$ cat config.mk
export PLATFORM = sky130hd
export DESIGN_NAME = vec_engine_scheduler
export DESIGN_NICKNAME = d
export VERILOG_FILES = /design/src/rtl/vec_engine_scheduler.sv
export SDC_FILE = /design/constraint.sdc
export NUM_CORES = 1
export LEC_CHECK = 0
export ABC_AREA = 1
export CORE_MARGIN = 2
export CORE_UTILIZATION = 38
export DETAILED_ROUTE_END_ITERATION = 10
export HOLD_SLACK_MARGIN = 0.15
export PLACE_DENSITY = 0.84
export SLEW_MARGIN = 20
export SYNTH_ARGS = -nofsm -noshare
export SYNTH_HDL_FRONTEND = slang
export SYNTH_SLANG_ARGS = --single-unit
$ cat constraint.sdc
create_clock -name clk_in -period 3.8 [get_ports clk_in]
set_input_delay 0.76 -clock clk_in [delete_from_list [all_inputs] [get_ports clk_in]]
set_output_delay 0.76 -clock clk_in [all_outputs]
set_load 0.01 [all_outputs]
$ cat src/rtl/vec_engine_scheduler.sv
// rtl/vec_engine_scheduler.sv - round-robin owner of the shared vector engine; VEC_SCHED_WATCHDOG_EN adds a stall watchdog
module vec_engine_scheduler #(
    parameter int NumReq        = 4,
    parameter int InVecLength   = 64,
    parameter int WorkingRegs   = 4,
    parameter int TimeoutCycles = 256
) (
    input  logic                            clk_in,
    input  logic                            rst_in,
    input  logic [NumReq-1:0]               req_in,
    input  logic [NumReq-1:0]               src_valid_in,
    input  logic [NumReq*WorkingRegs*8-1:0] src_data_in,
    output logic [NumReq-1:0]               src_pop_out,
    output logic [WorkingRegs*8-1:0]        eng_data_out,
    output logic                            eng_valid_out,
    input  logic                            eng_ready_in,
    input  logic                            eng_res_valid_in,
    output logic [NumReq-1:0]               grant_out,
    output logic [$clog2(NumReq)-1:0]       grant_id_out,
    output logic                            busy_out,
    output logic [NumReq-1:0]               done_out,
    output logic                            err_out
);

    localparam int Chunks = InVecLength / WorkingRegs;
    localparam int IdW    = $clog2(NumReq);
    localparam int CntW   = $clog2(Chunks + 1);
    localparam int ChunkW = WorkingRegs * 8;

    typedef enum logic [1:0] {
        IDLE   = 2'd0,
        STREAM = 2'd1,
        DRAIN  = 2'd2
    } state_t;

    state_t          state;
    state_t          state_nxt;
    logic [CntW-1:0] in_cnt;
    logic [CntW-1:0] out_cnt;
    logic [CntW-1:0] in_cnt_nxt;
    logic [CntW-1:0] out_cnt_nxt;
    logic [IdW-1:0]  rr_ptr;
    logic [IdW-1:0]  arb_id;
    logic [IdW-1:0]  arb_cand;
    logic            arb_found;
    logic            pop;
    logic            res_over;
    logic            vec_done;
    logic            wd_timeout;

    // Round-robin search starting just after the last served requester
    always_comb begin
        arb_found = 1'b0;
        arb_id    = '0;
        arb_cand  = '0;
        for (int k = 1; k <= NumReq; k++) begin
            arb_cand = IdW'((int'(rr_ptr) + k) % NumReq);
            if (!arb_found && req_in[arb_cand]) begin
                arb_found = 1'b1;
                arb_id    = arb_cand;
            end
        end
    end

    // Next counter values; a result may never outrun the chunks already sent
    always_comb begin
        pop         = |src_pop_out;
        in_cnt_nxt  = in_cnt;
        out_cnt_nxt = out_cnt;
        res_over    = 1'b0;
        if (pop) begin
            in_cnt_nxt = in_cnt + CntW'(1);
        end
        if (eng_res_valid_in && state != IDLE) begin
            if (out_cnt < in_cnt_nxt) begin
                out_cnt_nxt = out_cnt + CntW'(1);
            end else begin
                res_over = 1'b1;
            end
        end
        vec_done = (state != IDLE) && (in_cnt_nxt == CntW'(Chunks))
                   && (out_cnt_nxt == CntW'(Chunks));
    end

`ifdef VEC_SCHED_WATCHDOG_EN
    localparam int WdW = $clog2(TimeoutCycles + 1);
    logic [WdW-1:0] wd_cnt;

    assign wd_timeout = (state != IDLE) && (wd_cnt == WdW'(TimeoutCycles))
                        && !pop && !eng_res_valid_in;

    // Idle-cycle counter, restarted by any forward progress of the owner
    always_ff @(posedge clk_in or negedge rst_in) begin
        if (!rst_in) begin
            wd_cnt <= '0;
        end else if (state == IDLE || pop || eng_res_valid_in) begin
            wd_cnt <= '0;
        end else if (wd_cnt != WdW'(TimeoutCycles)) begin
            wd_cnt <= wd_cnt + WdW'(1);
        end
    end
`else
    // Watchdog compiled out: TimeoutCycles is a positive count, so this is always 0
    assign wd_timeout = (TimeoutCycles < 0);
`endif

    // State register
    always_ff @(posedge clk_in or negedge rst_in) begin
        if (!rst_in) begin
            state <= IDLE;
        end else begin
            state <= state_nxt;
        end
    end

    // Next-state logic
    always_comb begin
        state_nxt = state;
        case (state)
            IDLE: begin
                if (arb_found) state_nxt = STREAM;
            end
            STREAM: begin
                if (vec_done || wd_timeout) state_nxt = IDLE;
                else if (in_cnt_nxt == CntW'(Chunks)) state_nxt = DRAIN;
            end
            DRAIN: begin
                if (vec_done || wd_timeout) state_nxt = IDLE;
            end
            default: state_nxt = IDLE;
        endcase
    end

    // Engine-side mux and pop strobe for the current owner only
    always_comb begin
        eng_valid_out = 1'b0;
        eng_data_out  = '0;
        src_pop_out   = '0;
        busy_out      = (state != IDLE);
        if (state == STREAM) begin
            eng_valid_out = src_valid_in[grant_id_out] && (in_cnt < CntW'(Chunks));
            if (eng_valid_out) begin
                eng_data_out = src_data_in[grant_id_out * ChunkW +: ChunkW];
            end
            src_pop_out[grant_id_out] = eng_valid_out && eng_ready_in;
        end
    end

    // Grant, counters, round-robin pointer, done pulse and sticky error
    always_ff @(posedge clk_in or negedge rst_in) begin
        if (!rst_in) begin
            grant_out    <= '0;
            grant_id_out <= '0;
            in_cnt       <= '0;
            out_cnt      <= '0;
            rr_ptr       <= IdW'(NumReq - 1);
            done_out     <= '0;
            err_out      <= 1'b0;
        end else begin
            done_out <= '0;
            if (res_over || wd_timeout || (eng_res_valid_in && state == IDLE)) begin
                err_out <= 1'b1;
            end
            if (state == IDLE) begin
                if (arb_found) begin
                    grant_out    <= NumReq'(1) << arb_id;
                    grant_id_out <= arb_id;
                    in_cnt       <= '0;
                    out_cnt      <= '0;
                end
            end else begin
                in_cnt  <= in_cnt_nxt;
                out_cnt <= out_cnt_nxt;
                if (vec_done || wd_timeout) begin
                    if (vec_done) done_out <= grant_out;
                    rr_ptr       <= grant_id_out;
                    grant_out    <= '0;
                    grant_id_out <= '0;
                end
            end
        end
    end

endmodule
==> metrics.cfg, run 1 <==
[status]
status=complete, no violations

[floorplanning]
initial_utilization_pct=38.7
die_area_um2=7520
coreArea_um2=6720
core.rowCount=30
ios=189
die_w_um=86.7
die_h_um=86.7

[sta]
drv_slew=0
rsz0062_at_grt=no
setup_viol=0
fin_crit_ns=3.47
tns_ns=0
fin_skew_ns=0.00935
hold_viol=0
fin_crit_sh_pct=91.3
slew_headroom_pct=59.6
whs_ns=0.463
tightest_slew_ns=0.604
max_freq_mhz=288

[route]
wire_per_inst_um=17.0
drc=0
vias_per_cell=5.49
detail-route-antenna-nets=0
first_iter_violations=173
wirelength_mm=11.4
first_pass_iters=5
vias=3671

[synthesis]
syn_nets=554
synth_adder_area_share_pct=1.93
synth_xor_area_share_pct=1.64
async_reset_ff_share_pct=100
synthFlopType=dfrtp_1
synth_edf_count=0
yosysSeqAreaShare_pct=24.2
yosys.cell_types.count=39
synth_mux_area_share_pct=1.16
syn_area_per_cell_um2=6.34
synth_top_family_by_area=simple AND/OR/NAND/NOR gates
syn_area_um2=2600
synth_simple_gate_area_share_pct=37.9
synth_compound_area_share_pct=24.0
synth_seq_cells=25
yosys_warnings=0
synthCells=410

[clock_network]
cts_root_buf=clkbuf_8
postCtsSetupBuffers=0
clkSinkCount=25
cts_tree=done
holdBufCountCts=0
ctsHtreeMaxLevel=1
clk_latency_ns=0.28
cts_buffer_depth=2
path_clk_slew_ns=0.09
cts_made_buffers=3
cts_resized=0

[final_layout]
layout-drive-gt1-share_pct=6.79
layout_commonest_cell=clkdlybuf4s50_1
finish.net_count=734
n_antenna_cell=0
layout_common_cells=clkdlybuf4s50_1, nand2_1, nand3_1, nor2_1, inv_1
area_delta_synth_final_pct=77.0

[global_routing]
grt_max_degree=33
grt_pass1_vias=3435
grt_antenna_before_repair=0
grt-ovfl-total=0
grt_usage_pct=28.4
grt_pass1_wl_mm=17.0

[job]
cap_viol_max_count=0

[critical_path]
cp.required_ns=3.04
critPathCaptureType=primary output
arrival_ns=2.71
cp_common_cell=nand2_1
cpPeakStageDelay_ns=0.58
path_cells=clkdlybuf4s50_1 -> nand2_1 -> nand2_1 -> nand2_1 -> nand2_2 -> nand2_1 -> buf_4 -> a31oi_1 -> clkdlybuf4s50_1
cp_max_fo=28
start_kind=primary input
worstSetupPathType=in -> out
crit_slowest_cell=clkdlybuf4s50_1

[power]
ir_worst_vdd_v=0.000383
power.density_nw_per_um2=615
power.leakage_nw=1.92

[placed_design]
gp_congestion=0.917
port_buffers=188
hpwl_mm=9.04

[min_path]
hold_class=reg -> reg

## stage by stage
stage                     util (%)  instances  area [um^2]  setup slack [ns]  power (W)
after floorplan                  -        410         2600              1.04    0.00172
after global placement        67.8        665         4560             0.307    0.00261
after detailed placement      67.8        665         4560             0.225    0.00266
after CTS                     68.5        669         4610             0.327    0.00283
after global routing          68.5        669         4600             0.224    0.00305
final                         68.5        669         4600             0.330    0.00283
## registers in the layout, indices dropped and copies added, names as in the netlist
signal        count
in_cnt            5
out_cnt           5
done_out          4
grant_out         4
grant_id_out      2
rr_ptr            2
state             2
err_out           1
## where the power goes
part           switching, W  leakage [nW]  internal (W)
Combinational       0.00125          1.58      0.000997
Clock             0.0000906        0.0217     0.0000745
Sequential        0.0000739         0.315      0.000338
Total               0.00142          1.92       0.00141
## cell families after synthesis
logic type      after synthesis
flops                        25
mux                           3
simple gates                222
fa+ha+maj                     4
buf+inv                      61
compound gates               91
xor+xnor                      4
## layout make-up
cell class,instances,area [um^2]
fill,553,2120
timing repair buffer,197,1940
multi-input combinational,324,1730
sequential,25,628
inverter,39,148
tap,80,100
clock buffer,3,41.3
clock inverter,1,7.51
## synthesized netlist by cell type (all sizes together) (2+ instances only)
cell | number | area (um^2)
a21oi | 22 | 110
a221oi | 18 | 158
a22oi | 14 | 105
a31oi | 14 | 87.6
buf | 3 | 20.0
clkbuf | 19 | 71.3
clkinv | 2 | 8.75
dfrtp | 23 | 576
dfstp | 2 | 52.6
ha | 4 | 50.1
inv | 37 | 139
mux2i | 3 | 30.0
nand2 | 106 | 425
nand3 | 55 | 280
nand4 | 5 | 31.3
nor2 | 46 | 183
nor3 | 6 | 41.3
nor4 | 2 | 12.5
o211ai | 2 | 42.5
o21ai | 14 | 70.1
o22ai | 3 | 18.8
or2 | 2 | 12.5
xor2 | 3 | 33.8
## layer usage
metal	global-route usage (%)	vias to the layer above	part of all wire, %
met5	0	-	0
met2	51.5	157	50
met3	4.76	23	7.4
met1	34.5	1714	40
li1	-	1777	-
met4	7.39	0	2.5
## path summary, 6_finish.rpt
path,from,to,slack [ns],cells after the start
max,src_valid_in[3],eng_data_out[3],0.33,9
min,err_out,err_out,0.46,1
max reg2reg,grant_id_out[0],grant_out[1],0.69,20
min reg2reg,err_out,err_out,0.46,1
max in group asynchronous,rst_in,out_cnt[4],2.95,1
min in group asynchronous,rst_in,done_out[1],0.47,1
## critical path, delay by kind of cell
kind,cells,cell delay [ns]
buf+inv,3,1.27
compound gates,1,0.22
simple gates,5,0.44
(Power assumes the default switching activity.)
==> run 2, diff against run 1 <==
--- a/config.mk
+++ b/config.mk
@@ -6,12 +6,13 @@
 export NUM_CORES = 1
 export LEC_CHECK = 0
 export ABC_AREA = 1
+export CORE_ASPECT_RATIO = 0.6
 export CORE_MARGIN = 2
 export CORE_UTILIZATION = 38
 export DETAILED_ROUTE_END_ITERATION = 10
 export HOLD_SLACK_MARGIN = 0.15
 export PLACE_DENSITY = 0.84
-export SLEW_MARGIN = 20
+export SLEW_MARGIN = 0
 export SYNTH_ARGS = -nofsm -noshare
 export SYNTH_HDL_FRONTEND = slang
 export SYNTH_SLANG_ARGS = --single-unit
==> run 2 against run 1 <==
- setup slack got worse by 0.031 ns
- die area rose by 0.29%
- hold slack better by 0.0031 ns
- sequential share of layout area shrank 0.18 points
- final cell count rose by 1.3%
- largest cell class unchanged
- combinational power hardly changed
- sequential cell count is the same
==> metrics.cfg, run 2 (synthesized netlist as in run 1, its figures left out) <==
[status]
status=complete, no violations

[sta]
whs_ns=0.466  ; +0.00309 ns
fin_skew_ns=0.00215  ; -0.00720 ns
setup_viol=0  ; unchanged
hold_viol=0  ; unchanged
rsz0062_at_grt=no
fin_crit_sh_pct=92.1  ; +0.81 points
max_freq_mhz=286  ; -0.88%
setup_ws_ns=0.299  ; -0.0307 ns
tns_ns=0  ; unchanged
slew_headroom_pct=65.9  ; +6.4 points
fin_crit_ns=3.50  ; +0.0307 ns
tightest_slew_ns=0.508  ; -0.0966 ns
drv_slew=0  ; unchanged

[route]
first_pass_iters=4  ; -1
vias=3651  ; -0.54%
drc=0  ; unchanged
wire_per_inst_um=16.7  ; -2.2%
wirelength_mm=11.3  ; -0.84%
detail-route-antenna-nets=0  ; unchanged
vias_per_cell=5.38  ; -1.9%
first_iter_violations=234  ; +35%

[clock_network]
cts_made_buffers=3  ; unchanged
cts_buffer_depth=2  ; unchanged
holdBufCountCts=0  ; unchanged
cts_root_buf=clkbuf_16
postCtsSetupBuffers=0  ; unchanged
path_clk_slew_ns=0.07  ; -0.02 ns
cts_resized=0  ; unchanged
clkSinkCount=25  ; unchanged
cts_tree=done
clk_latency_ns=0.26  ; -0.02 ns
ctsHtreeMaxLevel=1  ; unchanged

[critical_path]
critPathCaptureType=primary output
r2r-end=grant_out[1]
start_kind=primary input
rrSetupSlack_ns=0.60  ; -0.09 ns
worstSetupPathType=in -> out
cp.required_ns=3.04  ; about the same
reg2reg_from=grant_id_out[0]
arrival_ns=2.74  ; +0.03 ns
worst_r2r_path_depth=18  ; -10%
cp_max_fo=37  ; +32%

[global_routing]
grt_usage_pct=27.7  ; -0.64 points
grt-ovfl-total=0  ; unchanged
grt_max_degree=38  ; +15%
grt_pass1_vias=3246  ; -5.5%
met1_usage_pct=37.1  ; +2.6 points
busiest_layer=met2
grt_pass1_wl_mm=16.6  ; -2.3%
grt_use_met2_pct=46.9  ; -4.6 points
grt_antenna_before_repair=0  ; unchanged
use_met3_pct=7.44  ; +2.7 points

[placed_design]
dp_cells=674  ; +1.4%
port_buffers=188  ; unchanged
hpwl_mm=8.92  ; -1.3%
preCtsSetupSlack_ns=0.132  ; -0.0927 ns
gp_congestion=0.955  ; +4.1%

[power]
p_switching_w=0.00145  ; +2.3%
ir_worst_vdd_v=0.000347  ; -9.3%
pwr-share-seq_pct=14.9  ; +0.3 points
p_int_w=0.00147  ; +4.6%
swShare_pct=49.6  ; -0.55 points
power_frac_comb_pct=76.8  ; -2.8 points
power.leakage_nw=1.95  ; +1.6%
power.density_nw_per_um2=628  ; +2.1%
clkPwrFrac_pct=8.3  ; +2.5 points

[final_layout]
n_antenna_cell=0  ; unchanged
multi_input_area_um2=1730  ; unchanged
layout-drive-gt1-share_pct=6.94  ; +0.15 points
finish.net_count=736  ; +0.27%
layout_common_cells=clkdlybuf4s50_1, nand2_1, nand3_1, nor2_1, inv_1
fill_cells=527  ; -4.7%
layout_commonest_cell=clkdlybuf4s50_1
area_delta_synth_final_pct=79.3
regArea_um2=628  ; unchanged
reg.largest.list=in_cnt (5), out_cnt (5)
stdcell_count=678  ; +1.3%

[floorplanning]
die_h_um=68.1  ; -22%
die_area_um2=7540  ; +0.29%
ios=189  ; unchanged
initial_utilization_pct=39.1  ; +0.41 points
coreArea_um2=6650  ; -1.1%
core.rowCount=23  ; -23%
die_w_um=111  ; +28%

[min_path]
min_from=err_out
hold_class=reg -> reg
hold_depth=1  ; unchanged
min_to=err_out

[job]
cap_viol_max_count=0  ; unchanged

[run 2: how the worst max path moves through the flow]
stage / from / to / cells after the start
after floorplan: eng_ready_in / grant_id_out[0] / 17
after global placement: eng_ready_in / grant_id_out[1] / 18
after detailed placement: eng_ready_in / grant_out[1] / 18
after CTS: src_valid_in[3] / src_pop_out[2] / 9
after global routing: src_valid_in[3] / src_pop_out[2] / 9
final: src_valid_in[2] / src_pop_out[2] / 9
[run 2: final cells by class]
type	count	area share, %
clock inverter	1	0.107
inverter	39	3.17
multi-input combinational	324	37.2
sequential	25	13.5
tap	87	2.34
timing repair buffer	199	42.1
clock buffer	3	1.61
[run 2: layer usage]
metal | vias to the layer above | share of wire (%) | wire length (um)
li1 | 1786 | - | -
met1 | 1686 | 42 | 4790
met2 | 171 | 48 | 5470
met3 | 8 | 8.6 | 967
met4 | 0 | 0.72 | 81
met5 | - | 0 | 0
[run 2: power by group through the flow]
stage          combinational [W]  clock (W)  sequential [W]
4_1_cts                  0.00224   0.000245        0.000435
3_3_place_gp             0.00219          0        0.000440
5_1_grt                  0.00246   0.000258        0.000449
3_5_place_dp             0.00223          0        0.000439
6_report                 0.00225   0.000243        0.000437
2_1_floorplan            0.00130          0        0.000416
[run 2: metrics by stage]
step	area [um^2]	power (W)	util, %
floorplan	2600	0.00172	-
global placement	4580	0.00263	68.9
detailed placement	4580	0.00267	68.9
CTS	4660	0.00292	70.1
global route	4660	0.00317	70.1
finish	4660	0.00293	70.1
[run 2: critical path: stages]
cell             delay [ns]
clkdlybuf4s50_1        0.46
nand2_1                0.05
nand2_1                0.05
nand2_1                0.05
nand2_2                0.15
nand2_1                0.06
buf_4                  0.26
nor3_1                 0.28
clkdlybuf4s50_1        0.60
